## config.mk

```make
export PLATFORM = sky130hd
export DESIGN_NAME = lsu_mem_port
export DESIGN_NICKNAME = d
export VERILOG_FILES = /design/src/rtl/lsu_pkg.sv /design/src/rtl/lsu_load_align.sv /design/src/rtl/lsu_mem_port.sv
export SDC_FILE = /design/constraint.sdc
export NUM_CORES = 1
export LEC_CHECK = 0
export CAP_MARGIN = 40
export CORE_MARGIN = 5
export CORE_UTILIZATION = 38
export DETAILED_ROUTE_END_ITERATION = 10
export PLACE_DENSITY = 0.79
export SETUP_SLACK_MARGIN = 0.3
export SLEW_MARGIN = 10
export SYNTH_ARGS = -nofsm -noshare
export SYNTH_HDL_FRONTEND = slang
export SYNTH_SLANG_ARGS = --single-unit
```

## constraint.sdc

```tcl
create_clock -name clk_i -period 2.2 [get_ports clk_i]
set_clock_uncertainty 0.2 [all_clocks]
set_input_delay 0.33 -clock clk_i [delete_from_list [all_inputs] [get_ports clk_i]]
set_output_delay 0.33 -clock clk_i [all_outputs]
set_load 0.005 [all_outputs]
```

## src/rtl/lsu_pkg.sv

```systemverilog
// Shared types and helpers for the LSU memory port: size encoding, FSM states,
// request bundle and the byte-lane helpers used at grant time.
package lsu_pkg;

  localparam int unsigned Xlen     = 32;
  localparam int unsigned NumBytes = Xlen / 8;

  typedef enum logic [1:0] {
    SzB   = 2'd0,
    SzH   = 2'd1,
    SzW   = 2'd2,
    SzIll = 2'd3
  } size_e;

  typedef enum logic [1:0] {
    StIdle,
    StReq,
    StWaitRsp
  } state_e;

  typedef struct packed {
    logic                we;
    logic [Xlen-1:0]     addr;
    logic [Xlen-1:0]     wdata;
    logic [NumBytes-1:0] be;
  } mem_req_t;

  function automatic logic misaligned(size_e sz, logic [1:0] a);
    case (sz)
      SzB:     return 1'b0;
      SzH:     return a[0];
      SzW:     return |a;
      default: return 1'b1;
    endcase
  endfunction

  function automatic logic [NumBytes-1:0] be_gen(size_e sz, logic [1:0] a);
    case (sz)
      SzB:     return 4'b0001 << a;
      SzH:     return 4'b0011 << a;
      default: return 4'b1111;
    endcase
  endfunction

  // Replicate narrow store data across lanes so the be mask alone selects bytes.
  function automatic logic [Xlen-1:0] wdata_gen(size_e sz, logic [Xlen-1:0] d);
    case (sz)
      SzB:     return {4{d[7:0]}};
      SzH:     return {2{d[15:0]}};
      default: return d;
    endcase
  endfunction

endpackage

```

## src/rtl/lsu_load_align.sv

```systemverilog
// Combinational load lane select and sign/zero extension of a read word.
module lsu_load_align
  import lsu_pkg::*;
#(
  parameter int unsigned XLEN = Xlen
) (
  input  logic [XLEN-1:0] rdata_i,
  input  logic [1:0]      lane_i,
  input  size_e           size_i,
  input  logic            uns_i,
  output logic [XLEN-1:0] data_o
);

  logic [7:0]  byte_sel;
  logic [15:0] half_sel;

  always_comb begin
    byte_sel = rdata_i[8*lane_i +: 8];
    half_sel = rdata_i[16*lane_i[1] +: 16];
    unique case (size_i)
      SzB:     data_o = {{(XLEN-8){byte_sel[7] & ~uns_i}}, byte_sel};
      SzH:     data_o = {{(XLEN-16){half_sel[15] & ~uns_i}}, half_sel};
      default: data_o = rdata_i;
    endcase
  end

endmodule

```

## src/rtl/lsu_mem_port.sv

```systemverilog
// Arbitrates load/store queue heads onto a single word-wide memory port with one
// outstanding access; returns extended load data and store completions.
module lsu_mem_port
  import lsu_pkg::*;
#(
  parameter int unsigned XLEN         = Xlen,
  parameter int unsigned LDQ_IDX_W    = 3,
  parameter int unsigned SDQ_IDX_W    = 3,
  parameter int unsigned TAG_W        = 6,
  parameter int unsigned STARVE_LIMIT = 4,
  localparam int unsigned IdxW = (LDQ_IDX_W > SDQ_IDX_W) ? LDQ_IDX_W : SDQ_IDX_W
) (
  input  logic                 clk_i,
  input  logic                 rst_i,
  input  logic                 flush_i,
  input  logic                 ld_vld_i,
  input  logic [XLEN-1:0]      ld_addr_i,
  input  logic [1:0]           ld_size_i,
  input  logic                 ld_unsigned_i,
  input  logic [TAG_W-1:0]     ld_tag_i,
  input  logic [LDQ_IDX_W-1:0] ld_idx_i,
  output logic                 ld_en_o,
  input  logic                 st_vld_i,
  input  logic [XLEN-1:0]      st_addr_i,
  input  logic [XLEN-1:0]      st_data_i,
  input  logic [1:0]           st_size_i,
  input  logic [SDQ_IDX_W-1:0] st_idx_i,
  output logic                 st_en_o,
  output logic                 mem_req_vld_o,
  input  logic                 mem_req_rdy_i,
  output logic                 mem_req_we_o,
  output logic [XLEN-1:0]      mem_req_addr_o,
  output logic [XLEN-1:0]      mem_req_wdata_o,
  output logic [3:0]           mem_req_be_o,
  input  logic                 mem_rsp_vld_i,
  input  logic [XLEN-1:0]      mem_rsp_data_i,
  output logic                 wb_vld_o,
  output logic [TAG_W-1:0]     wb_tag_o,
  output logic [XLEN-1:0]      wb_data_o,
  output logic [LDQ_IDX_W-1:0] wb_idx_o,
  output logic                 st_done_o,
  output logic [SDQ_IDX_W-1:0] st_done_idx_o,
  output logic                 exc_vld_o,
  output logic                 exc_is_st_o,
  output logic [IdxW-1:0]      exc_idx_o,
  output logic                 busy_o
);

  localparam int unsigned CntW = $clog2(STARVE_LIMIT + 1);
  localparam logic [CntW-1:0] CntMax = CntW'(STARVE_LIMIT);

  state_e                 state_q, state_d;
  mem_req_t               req_q, req_d;
  logic                   is_ld_q, is_ld_d;
  logic [1:0]             lane_q, lane_d;
  size_e                  size_q, size_d;
  logic                   uns_q, uns_d;
  logic [TAG_W-1:0]       tag_q, tag_d;
  logic [LDQ_IDX_W-1:0]   ldq_idx_q, ldq_idx_d;
  logic [SDQ_IDX_W-1:0]   sdq_idx_q, sdq_idx_d;
  logic                   squash_q, squash_d;
  logic [CntW-1:0]        cnt_q, cnt_d;
  logic                   wb_vld_q, wb_vld_d;
  logic [XLEN-1:0]        wb_data_q, wb_data_d;
  logic                   st_done_q, st_done_d;
  logic                   exc_vld_q, exc_vld_d;
  logic                   exc_is_st_q, exc_is_st_d;
  logic [XLEN-1:0]        ld_aligned;
  size_e                  ld_sz, st_sz;

  assign ld_sz = size_e'(ld_size_i);
  assign st_sz = size_e'(st_size_i);

  lsu_load_align #(
    .XLEN(XLEN)
  ) u_align (
    .rdata_i(mem_rsp_data_i),
    .lane_i (lane_q),
    .size_i (size_q),
    .uns_i  (uns_q),
    .data_o (ld_aligned)
  );

  always_comb begin
    state_d     = state_q;
    req_d       = req_q;
    is_ld_d     = is_ld_q;
    lane_d      = lane_q;
    size_d      = size_q;
    uns_d       = uns_q;
    tag_d       = tag_q;
    ldq_idx_d   = ldq_idx_q;
    sdq_idx_d   = sdq_idx_q;
    squash_d    = squash_q;
    cnt_d       = cnt_q;
    wb_data_d   = wb_data_q;
    exc_is_st_d = exc_is_st_q;
    wb_vld_d    = 1'b0;
    st_done_d   = 1'b0;
    exc_vld_d   = 1'b0;
    ld_en_o     = 1'b0;
    st_en_o     = 1'b0;

    unique case (state_q)
      StIdle: begin
        if (st_vld_i && !(ld_vld_i && cnt_q == CntMax)) begin
          st_en_o   = 1'b1;
          sdq_idx_d = st_idx_i;
          if (misaligned(st_sz, st_addr_i[1:0])) begin
            exc_vld_d   = 1'b1;
            exc_is_st_d = 1'b1;
          end else begin
            req_d   = '{we: 1'b1, addr: {st_addr_i[XLEN-1:2], 2'b00},
                        wdata: wdata_gen(st_sz, st_data_i), be: be_gen(st_sz, st_addr_i[1:0])};
            is_ld_d = 1'b0;
            state_d = StReq;
          end
        end else if (ld_vld_i && !flush_i) begin
          ld_en_o   = 1'b1;
          ldq_idx_d = ld_idx_i;
          if (misaligned(ld_sz, ld_addr_i[1:0])) begin
            exc_vld_d   = 1'b1;
            exc_is_st_d = 1'b0;
          end else begin
            req_d   = '{we: 1'b0, addr: {ld_addr_i[XLEN-1:2], 2'b00},
                        wdata: '0, be: be_gen(ld_sz, ld_addr_i[1:0])};
            is_ld_d = 1'b1;
            lane_d  = ld_addr_i[1:0];
            size_d  = ld_sz;
            uns_d   = ld_unsigned_i;
            tag_d   = ld_tag_i;
            state_d = StReq;
          end
        end
      end
      StReq: begin
        if (is_ld_q && flush_i) squash_d = 1'b1;
        if (mem_req_rdy_i) begin
          if (is_ld_q) begin
            state_d = StWaitRsp;
          end else begin
            st_done_d = 1'b1;
            state_d   = StIdle;
          end
        end
      end
      StWaitRsp: begin
        if (flush_i) squash_d = 1'b1;
        if (mem_rsp_vld_i) begin
          wb_vld_d  = !(squash_q || flush_i);
          wb_data_d = ld_aligned;
          state_d   = StIdle;
        end
      end
      default: state_d = StIdle;
    endcase

    if (state_d == StIdle) squash_d = 1'b0;

    // Starvation counter only tracks stores granted past a waiting load.
    if (ld_en_o || !ld_vld_i) begin
      cnt_d = '0;
    end else if (st_en_o && cnt_q != CntMax) begin
      cnt_d = cnt_q + 1'b1;
    end
  end

  always_ff @(posedge clk_i or negedge rst_i) begin
    if (!rst_i) begin
      state_q     <= StIdle;
      req_q       <= '0;
      is_ld_q     <= 1'b0;
      lane_q      <= '0;
      size_q      <= SzB;
      uns_q       <= 1'b0;
      tag_q       <= '0;
      ldq_idx_q   <= '0;
      sdq_idx_q   <= '0;
      squash_q    <= 1'b0;
      cnt_q       <= '0;
      wb_vld_q    <= 1'b0;
      wb_data_q   <= '0;
      st_done_q   <= 1'b0;
      exc_vld_q   <= 1'b0;
      exc_is_st_q <= 1'b0;
    end else begin
      state_q     <= state_d;
      req_q       <= req_d;
      is_ld_q     <= is_ld_d;
      lane_q      <= lane_d;
      size_q      <= size_d;
      uns_q       <= uns_d;
      tag_q       <= tag_d;
      ldq_idx_q   <= ldq_idx_d;
      sdq_idx_q   <= sdq_idx_d;
      squash_q    <= squash_d;
      cnt_q       <= cnt_d;
      wb_vld_q    <= wb_vld_d;
      wb_data_q   <= wb_data_d;
      st_done_q   <= st_done_d;
      exc_vld_q   <= exc_vld_d;
      exc_is_st_q <= exc_is_st_d;
    end
  end

  assign mem_req_vld_o   = (state_q == StReq);
  assign mem_req_we_o    = req_q.we;
  assign mem_req_addr_o  = req_q.addr;
  assign mem_req_wdata_o = req_q.wdata;
  assign mem_req_be_o    = req_q.be;
  assign busy_o          = (state_q != StIdle);

  assign wb_vld_o      = wb_vld_q;
  assign wb_data_o     = wb_data_q;
  assign wb_tag_o      = wb_vld_q ? tag_q : '0;
  assign wb_idx_o      = wb_vld_q ? ldq_idx_q : '0;
  assign st_done_o     = st_done_q;
  assign st_done_idx_o = st_done_q ? sdq_idx_q : '0;
  assign exc_vld_o     = exc_vld_q;
  assign exc_is_st_o   = exc_vld_q & exc_is_st_q;
  assign exc_idx_o     = !exc_vld_q ? '0 : exc_is_st_q ? IdxW'(sdq_idx_q) : IdxW'(ldq_idx_q);

endmodule
```

==> results of run 1 <==
stage by stage:
| step | hold WS, ps | setup slack, ps | std cells | TNS, ps |
|---|---|---|---|---|
| floorplan | -166 | 64.3 | 580 | 0 |
| global placement | 76.9 | -348 | 1076 | -22460 |
| detailed placement | 80.4 | -388 | 1077 | -26330 |
| CTS | 199 | -99.4 | 1131 | -5410 |
| global route | 219 | -103 | 1139 | -4870 |
| finish | 183 | -52.5 | 1139 | -1430 |
cell families (layout without fill, tap and decap cells):
kind of cell / count (synthesis) / in the layout / share of synthesized area [%]
AO/OA/AOI/OAI: 186 / 186 / 22.5
AND/OR/NAND/NOR: 161 / 162 / 12.6
flip-flops: 127 / 127 / 52.2
buffers and inverters: 50 / 391 / 3.33
multiplexers: 49 / 49 / 8.46
XOR/XNOR: 3 / 3 / 0.431
adder cells (fa/ha/maj): 2 / 2 / 0.411
other: 1 / 3 / 0.0615
power groups by stage:
| stage | Clock (µW) | Combinational [µW] | Sequential (µW) |
|---|---|---|---|
| global placement | 0 | 3780 | 3690 |
| floorplan | 0 | 1490 | 3660 |
| global route | 3160 | 4430 | 3800 |
| CTS | 3050 | 4070 | 3700 |
| detailed placement | 0 | 3870 | 3700 |
| finish | 3020 | 4120 | 3700 |
critical path, stage by stage (launching register included):
cell and delay (ps):
dfrtp_1 400, or4b_4 540, buf_6 140, a211oi_4 220, buf_12 170, buf_12 140
clkbuf_16 150, a22o_1 130, a21o_1 90
synth_stat cells, types with 3 or more instances:
library cell    n
nand3b_1        7
and2_1         13
nand2b_1        3
buf_2           6
nor2_1         34
clkbuf_1       30
a21oi_1        33
o21ai_0        24
a221o_1         3
or2_2           8
nand3_1         5
dfrtp_1       127
o2bb2ai_1      16
a21o_1         32
o221a_2         7
nor2b_1         9
mux2_2         20
nand2_1        63
a31oi_1         8
nor3_1         11
inv_1           7
buf_1           4
a22o_1         47
mux2i_1        29
how the worst max path moves through the flow:
stage	startpoint	end	slack, ps	cells past startpoint
floorplan	state_q[1]	tag_q[0]	60	4
global placement	flush_i	ld_en_o	-350	4
detailed placement	flush_i	mem_req_addr_o[29]	-390	7
CTS	state_q[1]	mem_req_wdata_o[31]	-100	7
global route	state_q[1]	mem_req_addr_o[10]	-100	8
finish	state_q[1]	mem_req_addr_o[23]	-50	8
metal layers:
metal / vias to the layer above / share of wire (%) / track usage, %
met5: - / 0 / 0
met4: 0 / 3.7 / 10.6
met3: 48 / 7.7 / 7.50
met2: 272 / 50 / 40.7
met1: 2961 / 39 / 27.9
li1: 2764 / - / -
sequential cells by signal, summed over array words and instances, names as in the netlist:
register,cells
tag_q,6
is_ld_q,1
squash_q,1
mem_req_be_o,4
mem_req_addr_o,30
exc_vld_o,1
mem_req_wdata_o,32
lane_q,2
exc_is_st_q,1
cnt_q,3
wb_vld_o,1
state_q,2
ldq_idx_q,3
size_q,2
wb_data_o,32
mem_req_we_o,1
sdq_idx_q,3
uns_q,1
st_done_o,1
what timing repair did:
action | in CTS | in global routing
hold buffers | 1 | 0
endpoints found under the setup margin | 107 | 120
gates resized for setup | 100 | 38
hold endpoints to repair | 41 | 0
pin swaps | 16 | 27
setup buffers | 17 | 5
gates cloned | 4 | 2
cell usage in the layout (no fill, tap or decap), drive strengths merged, types with 26 or more instances in the layout:
cell type	Yosys	final
buf	12	80
nand2	63	63
dfrtp	127	127
a22o	47	47
nor2	34	35
a21oi	33	33
o21ai	26	26
a21o	32	32
mux2i	29	29
clkdlybuf4s50	0	242
clkbuf	30	26
layout make-up:
cell class | count | area, µm² | share of cell area, %
inverters | 8 | 33.8 | 0.318
clock buffers | 21 | 470 | 4.43
well taps | 216 | 270 | 2.55
flip-flops and latches | 127 | 3180 | 30.0
diodes | 1 | 2.50 | 0.0236
clock inverters | 11 | 161 | 1.52
repair buffers | 351 | 3610 | 34.0
multi-input cells | 404 | 2880 | 27.2
==> reports/results.ini, run 1 <==
[finish]
n_fill_cell=1186
nNetsFinal=1063
design_area_um2=10600
area_growth_pct=74.1
layout-drive-gt1-share_pct=20.0
final_util_pct=67.0

[power_and_ir_drop]
p_comb_share_pct=38.0
p_seq_share_pct=34.1
internal_power_uw=7700
leakagePower_uw=0.00488
power_uw=10800
p_clk_share_pct=27.9
swShare_pct=29.0
power_density_nw_per_um2=1020
p_switching_uw=3140
peakVddDrop_v=0.000573

[routing]
firstDrtPassIters=5
vias_per_cell=5.31
drt-total-wl_mm=22.9
drc=0
drt_iter0_markers=300
vias=6045
wire_per_inst_um=20.1
drtAntennaViolNets=0

[synth]
ys.flop_type=dfrtp_1
yosysSeqAreaShare_pct=52.2
syn_inst=579
netlist_area_um2=6090
synth_edf_count=0
synthTopCellsByArea=dfrtp_1 (52%), a22o_1 (6.8%), mux2i_1 (4.8%)
synth-seq-cells=127
async_reset_ff_share_pct=100
yosysWarnings=0
yosys.area.top_type_share_pct=52.2
yosys.area.top_type=dfrtp_1
ys_types=49
syn_avg_cell_area_um2=10.5

[timing]
finalHoldViolations=0
fmax_ghz=0.444
post-route-period-util_pct=102
setup_violations=58
grt_setup_unrepaired=true
fin_crit_ps=2250
finalMaxSlewViolations=0
fin_ws_ps=-52.5

[flow_run]
drv_cap=0

[die]
initial_utilization_pct=38.5
coreArea_um2=15800
die_w_um=137
io_pins=276
dieArea_um2=18700
rows=46
die_h_um=137

[global_routing]
grt_max_degree=48
grt_pass1_wl_mm=34.4
grt_pass1_vias=6375
antenna_found_initial=1
gr-total-overflow=0
grtUsageTotal_pct=24.0

[worst_setup_path]
worstSetupPathType=reg -> reg
startpoint_type=register
required_ps=2360
reg2reg_depth=8
r2r_slack_ps=-50
crit_arrival_ps=2410
crit_fanout=6
rr_startpoint=state_q[1]
cp-end-kind=register
r2r_end=mem_req_addr_o[23]

[clocking]
root_buffer=clkbuf_16
cts_tree=done
cts.sinks=127
clk_pin_slew_worst_paths_ps=60
cts_buffers=17
h-tree-depth=4
clk_path_buf_depth=2
insertion_delay_ps=420

[place]
hpwl_mm=16.3
placed_area_um2=9410
port_buffers=273
place.gp.congestion=0.832

[min_path]
hp-class=in -> async

[status]
violations=negative setup slack
status=finished with violations

Note: power is estimated with default switching activity, not from simulation.
==> inputs of run 2 (changes only) <==
--- a/config.mk
+++ b/config.mk
@@ -6,9 +6,11 @@
 export NUM_CORES = 1
 export LEC_CHECK = 0
 export CAP_MARGIN = 40
+export CORE_ASPECT_RATIO = 0.8
 export CORE_MARGIN = 5
 export CORE_UTILIZATION = 38
 export DETAILED_ROUTE_END_ITERATION = 10
+export GPL_TIMING_DRIVEN = 0
 export PLACE_DENSITY = 0.79
 export SETUP_SLACK_MARGIN = 0.3
 export SLEW_MARGIN = 10
==> run 2 against run 1 <==
Net effect: the run still ends with negative setup slack left; maximum frequency increased by 1.3%; combinational power fell by 1%; worst setup slack gained 28 ps; register-to-register slack gained 30 ps; routed wire length fell by 4.3%; sequential power decreased by 1%; worst hold slack improved by 22 ps; sequential cell count is the same; non-clock buffer count is 12 lower; critical path depth fell by 2.
==> reports/results.ini, run 2 (synthesized netlist as in run 1, its figures left out) <==
[place]
port_buffers=272  ; was 273
place.gp.congestion=0.878  ; was 0.832
hpwl_mm=16.2  ; was 16.3 mm

[routing]
drt_iter0_markers=410  ; was 300
vias=5860  ; was 6045
vias_per_cell=5.21  ; was 5.31
drc=0  ; unchanged
drt-total-wl_mm=21.9  ; was 22.9 mm
wire_per_inst_um=19.5  ; was 20.1 µm
drtAntennaViolNets=0  ; unchanged
firstDrtPassIters=4  ; was 5

[worst_setup_path]
startpoint_type=register  ; unchanged
crit_chain=or4b_4 -> a211oi_4 -> buf_12 -> nor2_4 -> buf_6 -> a221o_1  ; was or4b_4 -> buf_6 -> a211oi_4 -> buf_12 -> buf_12 -> clkbuf_16 -> a22o_1 -> a21o_1
worstSetupPathType=reg -> reg  ; unchanged
required_ps=2290  ; was 2360 ps
cp-end-kind=register  ; unchanged
slowest_delay_ps=600  ; was 540 ps
cp_slowest_cell=or4b_4  ; unchanged
crit_arrival_ps=2310  ; was 2410 ps
crit_fanout=6  ; unchanged

[timing]
setup_violations=11  ; was 58
slew_headroom_pct=50.8
whs_ps=205  ; was 183 ps
fin_crit_ps=2220  ; was 2250 ps
fin_setup_tns_ps=-146  ; was -1430 ps
finalHoldViolations=0  ; unchanged
post-route-period-util_pct=101  ; was 102%
grt_setup_unrepaired=true  ; unchanged
fin_ws_ps=-24.1  ; was -52.5 ps
worst_slew_pin_slew_ps=733
finalMaxSlewViolations=0  ; unchanged
fmax_ghz=0.450  ; was 0.444 GHz

[finish]
n_fill_cell=1254  ; was 1186
antennaDiodeCount=0  ; was 1
final_common_cell=clkdlybuf4s50_1  ; unchanged
area_growth_pct=67.8  ; was 74.1%
layout-drive-gt1-share_pct=17.6  ; was 20.0%
nNetsFinal=1050  ; was 1063
register_area_um2=3180  ; unchanged
multi_input_area_um2=2860  ; was 2880 µm²
final_cell_mix=clkdlybuf4s50_1 (247), dfrtp_1 (125), nand2_1 (63), a22o_1 (47), a21o_1 (32)  ; was clkdlybuf4s50_1 (242), dfrtp_1 (125), nand2_1 (62), a22o_1 (47), buf_4 (43)

[die]
dieArea_um2=18700  ; about the same
initial_utilization_pct=38.7  ; was 38.5%
rows=41  ; was 46
die_w_um=152  ; was 137 µm
die_h_um=123  ; was 137 µm
coreArea_um2=15700  ; was 15800 µm²
io_pins=276  ; unchanged

[clocking]
cts.sinks=127  ; unchanged
root_buffer=clkbuf_16  ; unchanged
clk_path_buf_depth=2  ; unchanged
insertion_delay_ps=400  ; was 420 ps
h-tree-depth=4  ; unchanged
clk_pin_slew_worst_paths_ps=60  ; about the same
cts_buffers=17  ; unchanged
cts_tree=done  ; unchanged

[flow_run]
drv_cap=0  ; unchanged

[global_routing]
grt_pass1_vias=5842  ; was 6375
gr-total-overflow=0  ; unchanged
grt_pass1_wl_mm=32.9  ; was 34.4 mm
grt_max_degree=68  ; was 48
antenna_found_initial=0  ; was 1
grtUsageTotal_pct=23.2  ; was 24.0%

[power_and_ir_drop]
peakVddDrop_v=0.000548  ; was 0.000573 V
leakagePower_uw=0.00462  ; was 0.00488 µW
power_density_nw_per_um2=1050  ; was 1020 nW/µm²

[status]
status=finished with violations  ; unchanged
violations=negative setup slack  ; unchanged

[min_path]
hp-class=in -> reg  ; was in -> async

==> run 2: power breakdown <==
group / total, µW / internal [µW] / leakage [µW] / switching (µW)
logic: 4060 / 2460 / 0.00273 / 1600
clock network: 2980 / 1930 / 0.000307 / 1050
registers: 3650 / 3160 / 0.00158 / 492
==> run 2: what timing repair did <==
item                                    CTS  global route
pin swaps                                10             2
buffers inserted                         18             3
hold buffers                              1             0
endpoints found under the setup margin  143           132
endpoints found under the hold margin    60             0
resized for setup                       104            45
cloned                                    1             0
==> run 2: cell type report <==
cell class / count / share of cell area [%]
multi-input combinational: 403 / 28.0
inverter: 8 / 0.343
clock buffer: 19 / 4.33
clock inverter: 13 / 1.82
buffer: 42 / 3.12
tap: 215 / 2.63
timing repair buffer: 297 / 28.6
sequential: 127 / 31.1
==> run 2: path summary, 6_finish.rpt <==
| check | cells past startpoint | start | to | slack (ps) |
|---|---|---|---|---|
| setup / recovery | 6 | state_q[1] | mem_req_be_o[0] | -20 |
| setup reg to reg | 6 | state_q[1] | mem_req_be_o[0] | -20 |
| min in group asynchronous | 2 | rst_i | mem_req_addr_o[25] | 270 |
| hold / removal | 3 | ld_vld_i | cnt_q[2] | 210 |
| hold reg to reg | 1 | squash_q | wb_vld_o | 230 |
| max in group asynchronous | 3 | rst_i | state_q[0] | 770 |
==> run 2: critical path: cells and delay by family (launching register included) <==
kind | cells | cell delay (ps)
AND/OR/NAND/NOR | 2 | 660
AO/OA/AOI/OAI | 2 | 520
flip-flops | 1 | 420
buffers and inverters | 2 | 300
==> run 2: through the flow <==
stage / utilization [%] / total power, µW / setup WS (ps) / cells / instance area [µm²]
global placement: 58.1 / 7410 / -4600 / 1067 / 9150
detailed placement: 58.3 / 7490 / -783 / 1069 / 9180
floorplan: - / 5150 / 64.3 / 580 / 6150
global route: 64.9 / 11300 / -77.9 / 1124 / 10200
CTS: 64.5 / 10700 / -41.2 / 1121 / 10200
finish: 64.9 / 10700 / -24.1 / 1124 / 10200
==> run 2: per-layer routing <==
layer | track usage [%] | up-vias | wire length [µm]
met5 | 0 | - | 0
met4 | 7.01 | 0 | 450
met3 | 7.11 | 35 | 1800
met2 | 36.5 | 226 | 10300
met1 | 30.9 | 2862 | 9370
li1 | - | 2737 | -
==> inputs of run 3 (changes only) <==
--- a/config.mk
+++ b/config.mk
@@ -6,7 +6,6 @@
 export NUM_CORES = 1
 export LEC_CHECK = 0
 export CAP_MARGIN = 40
-export CORE_ASPECT_RATIO = 0.8
 export CORE_MARGIN = 5
 export CORE_UTILIZATION = 38
 export DETAILED_ROUTE_END_ITERATION = 10
==> run 3 against run 2 <==
Net effect: critical path type unchanged; sequential cell count stayed put; the flow still finishes with violations (negative setup slack); first-iteration DRC count shrank 34%; routed wire length grew 4.5%; final cell count up 0.62%; non-clock buffer count rose by 6; clock-buffer cell count is 3 higher; combinational power about the same; cell area rose by 0.70%.
==> reports/results.ini, run 3 (synthesized netlist as in run 1, its figures left out) <==
[flow_run]
drv_cap=0  ; unchanged

[finish]
final_cell_mix=clkdlybuf4s50_1 (237), dfrtp_1 (125), nand2_1 (63), a22o_1 (47), a21o_1 (32)  ; was clkdlybuf4s50_1 (247), dfrtp_1 (125), nand2_1 (63), a22o_1 (47), a21o_1 (32)
layout-drive-gt1-share_pct=18.9  ; was 17.6%
area_growth_pct=69.0  ; was 67.8%
final_util_pct=65.1  ; was 64.9%
antennaDiodeCount=0  ; unchanged
final_common_cell=clkdlybuf4s50_1  ; unchanged
nNetsFinal=1056  ; was 1050
design_area_um2=10300  ; was 10200 µm²

[status]
violations=negative setup slack  ; unchanged
status=finished with violations  ; unchanged

[worst_setup_path]
required_ps=2300  ; was 2290 ps
crit_fanout=6  ; unchanged
reg2reg_depth=6  ; unchanged
startpoint_type=register  ; unchanged
worstSetupPathType=reg -> reg  ; unchanged
cp-end-kind=register  ; unchanged
crit_arrival_ps=2330  ; was 2310 ps

[timing]
setup_violations=17  ; was 11
finalMaxSlewViolations=0  ; unchanged
post-route-period-util_pct=101  ; about the same
fmax_ghz=0.448  ; was 0.450 GHz
slew_headroom_pct=50.8  ; about the same
worst_slew_pin_slew_ps=738  ; was 733 ps
grt_setup_unrepaired=true  ; unchanged
whs_ps=206  ; was 205 ps
finalHoldViolations=0  ; unchanged
fin_crit_ps=2230  ; was 2220 ps
fin_ws_ps=-30.8  ; was -24.1 ps

[clocking]
cts_tree=done  ; unchanged
root_buffer=clkbuf_16  ; unchanged
cts.sinks=127  ; unchanged
insertion_delay_ps=410  ; was 400 ps
clk_path_buf_depth=2  ; unchanged
h-tree-depth=4  ; unchanged
cts_buffers=17  ; unchanged
clk_pin_slew_worst_paths_ps=60  ; about the same

[routing]
drtAntennaViolNets=0  ; unchanged
drt_iter0_markers=270  ; was 410
drc=0  ; unchanged
firstDrtPassIters=5  ; was 4
vias_per_cell=5.34  ; was 5.21
drt-total-wl_mm=22.9  ; was 21.9 mm
vias=6044  ; was 5860
wire_per_inst_um=20.2  ; was 19.5 µm

[die]
die_h_um=137  ; was 123 µm
dieArea_um2=18700  ; about the same
die_w_um=137  ; was 152 µm
rows=46  ; was 41
initial_utilization_pct=38.5  ; was 38.7%
coreArea_um2=15800  ; was 15700 µm²
io_pins=276  ; unchanged

[global_routing]
grtUsageTotal_pct=24.5  ; was 23.2%
grt_pass1_wl_mm=34.6  ; was 32.9 mm
gr-total-overflow=0  ; unchanged
grt_pass1_vias=6222  ; was 5842
antenna_found_initial=0  ; unchanged
grt_max_degree=78  ; was 68

[place]
place.gp.congestion=0.825  ; was 0.878
dp_slack_ps=-833  ; was -783 ps
hpwl_mm=16.8  ; was 16.2 mm
port_buffers=272  ; unchanged
placed_area_um2=9180  ; about the same

[power_and_ir_drop]
peakVddDrop_v=0.000655  ; was 0.000548 V
power_uw=10700  ; about the same
leakagePower_uw=0.00475  ; was 0.00462 µW
power_density_nw_per_um2=1040  ; was 1050 nW/µm²

[min_path]
hp-class=in -> reg  ; unchanged
min_path_cells=3  ; unchanged

## run 3: changes by cell type in the layout (fill, tap and decap cells not counted), sizes merged
cell	change
clkinvlp	+1
buf	+10
dlygate4sd2	+3
clkdlybuf4s15	-5
clkbuf	+4
dlymetal6s2s	+7
inv	-1
clkdlybuf4s50	-10
clkinv	-3
## run 3: path summary, 6_finish.rpt
| path | start | to | slack, ps |
|---|---|---|---|
| max | state_q[1] | mem_req_be_o[3] | -30 |
| min | ld_vld_i | cnt_q[0] | 210 |
| max reg2reg | state_q[1] | mem_req_be_o[3] | -30 |
| min reg2reg | squash_q | wb_vld_o | 260 |
| max in group asynchronous | rst_i | wb_vld_o | 810 |
| min in group asynchronous | rst_i | mem_req_wdata_o[22] | 220 |
## run 3: metrics by stage
stage / TNS [ps] / instances
6_report: -258 / 1131
5_1_grt: -1610 / 1131
4_1_cts: -32.5 / 1125
3_5_place_dp: -59440 / 1070
3_3_place_gp: -633810 / 1068
2_1_floorplan: 0 / 580
## run 3: repair_timing
action,in CTS,in global routing
cloned,2,0
pin swaps,8,2
hold endpoints to repair,50,0
setup buffers,20,6
endpoints found under the setup margin,145,137
hold buffers,1,0
gates resized for setup,118,46
## run 3: critical path, cell delays in order, from the launching register on
cell      delay, ps
dfrtp_1         390
or4b_4          600
a211oi_4        230
buf_6           170
nor2_4           60
buf_6           140
a221o_1         310
## run 3: cell type report
class	count	area, µm²
timing repair buffer	303	3000
multi-input combinational	403	2870
buffer	42	305
fill	1256	5530
sequential	127	3180
clock inverter	10	159
tap	216	270
inverter	8	37.5
clock buffer	22	474
## run 3: power breakdown
group          total [µW]  internal [µW]  switching, µW
Combinational        4050           2440           1610
Clock                3020           1980           1030
Sequential           3660           3160            501
Total               10700           7580           3140
## run 3: metal layers
metal	global-route usage, %	wire length (µm)	up-vias	part of all wire [%]
li1	-	-	2757	-
met1	27.7	8460	2917	37
met2	43.2	11600	315	51
met3	7.87	2110	55	9.2
met4	8.96	687	0	3.0
met5	0	0	-	0
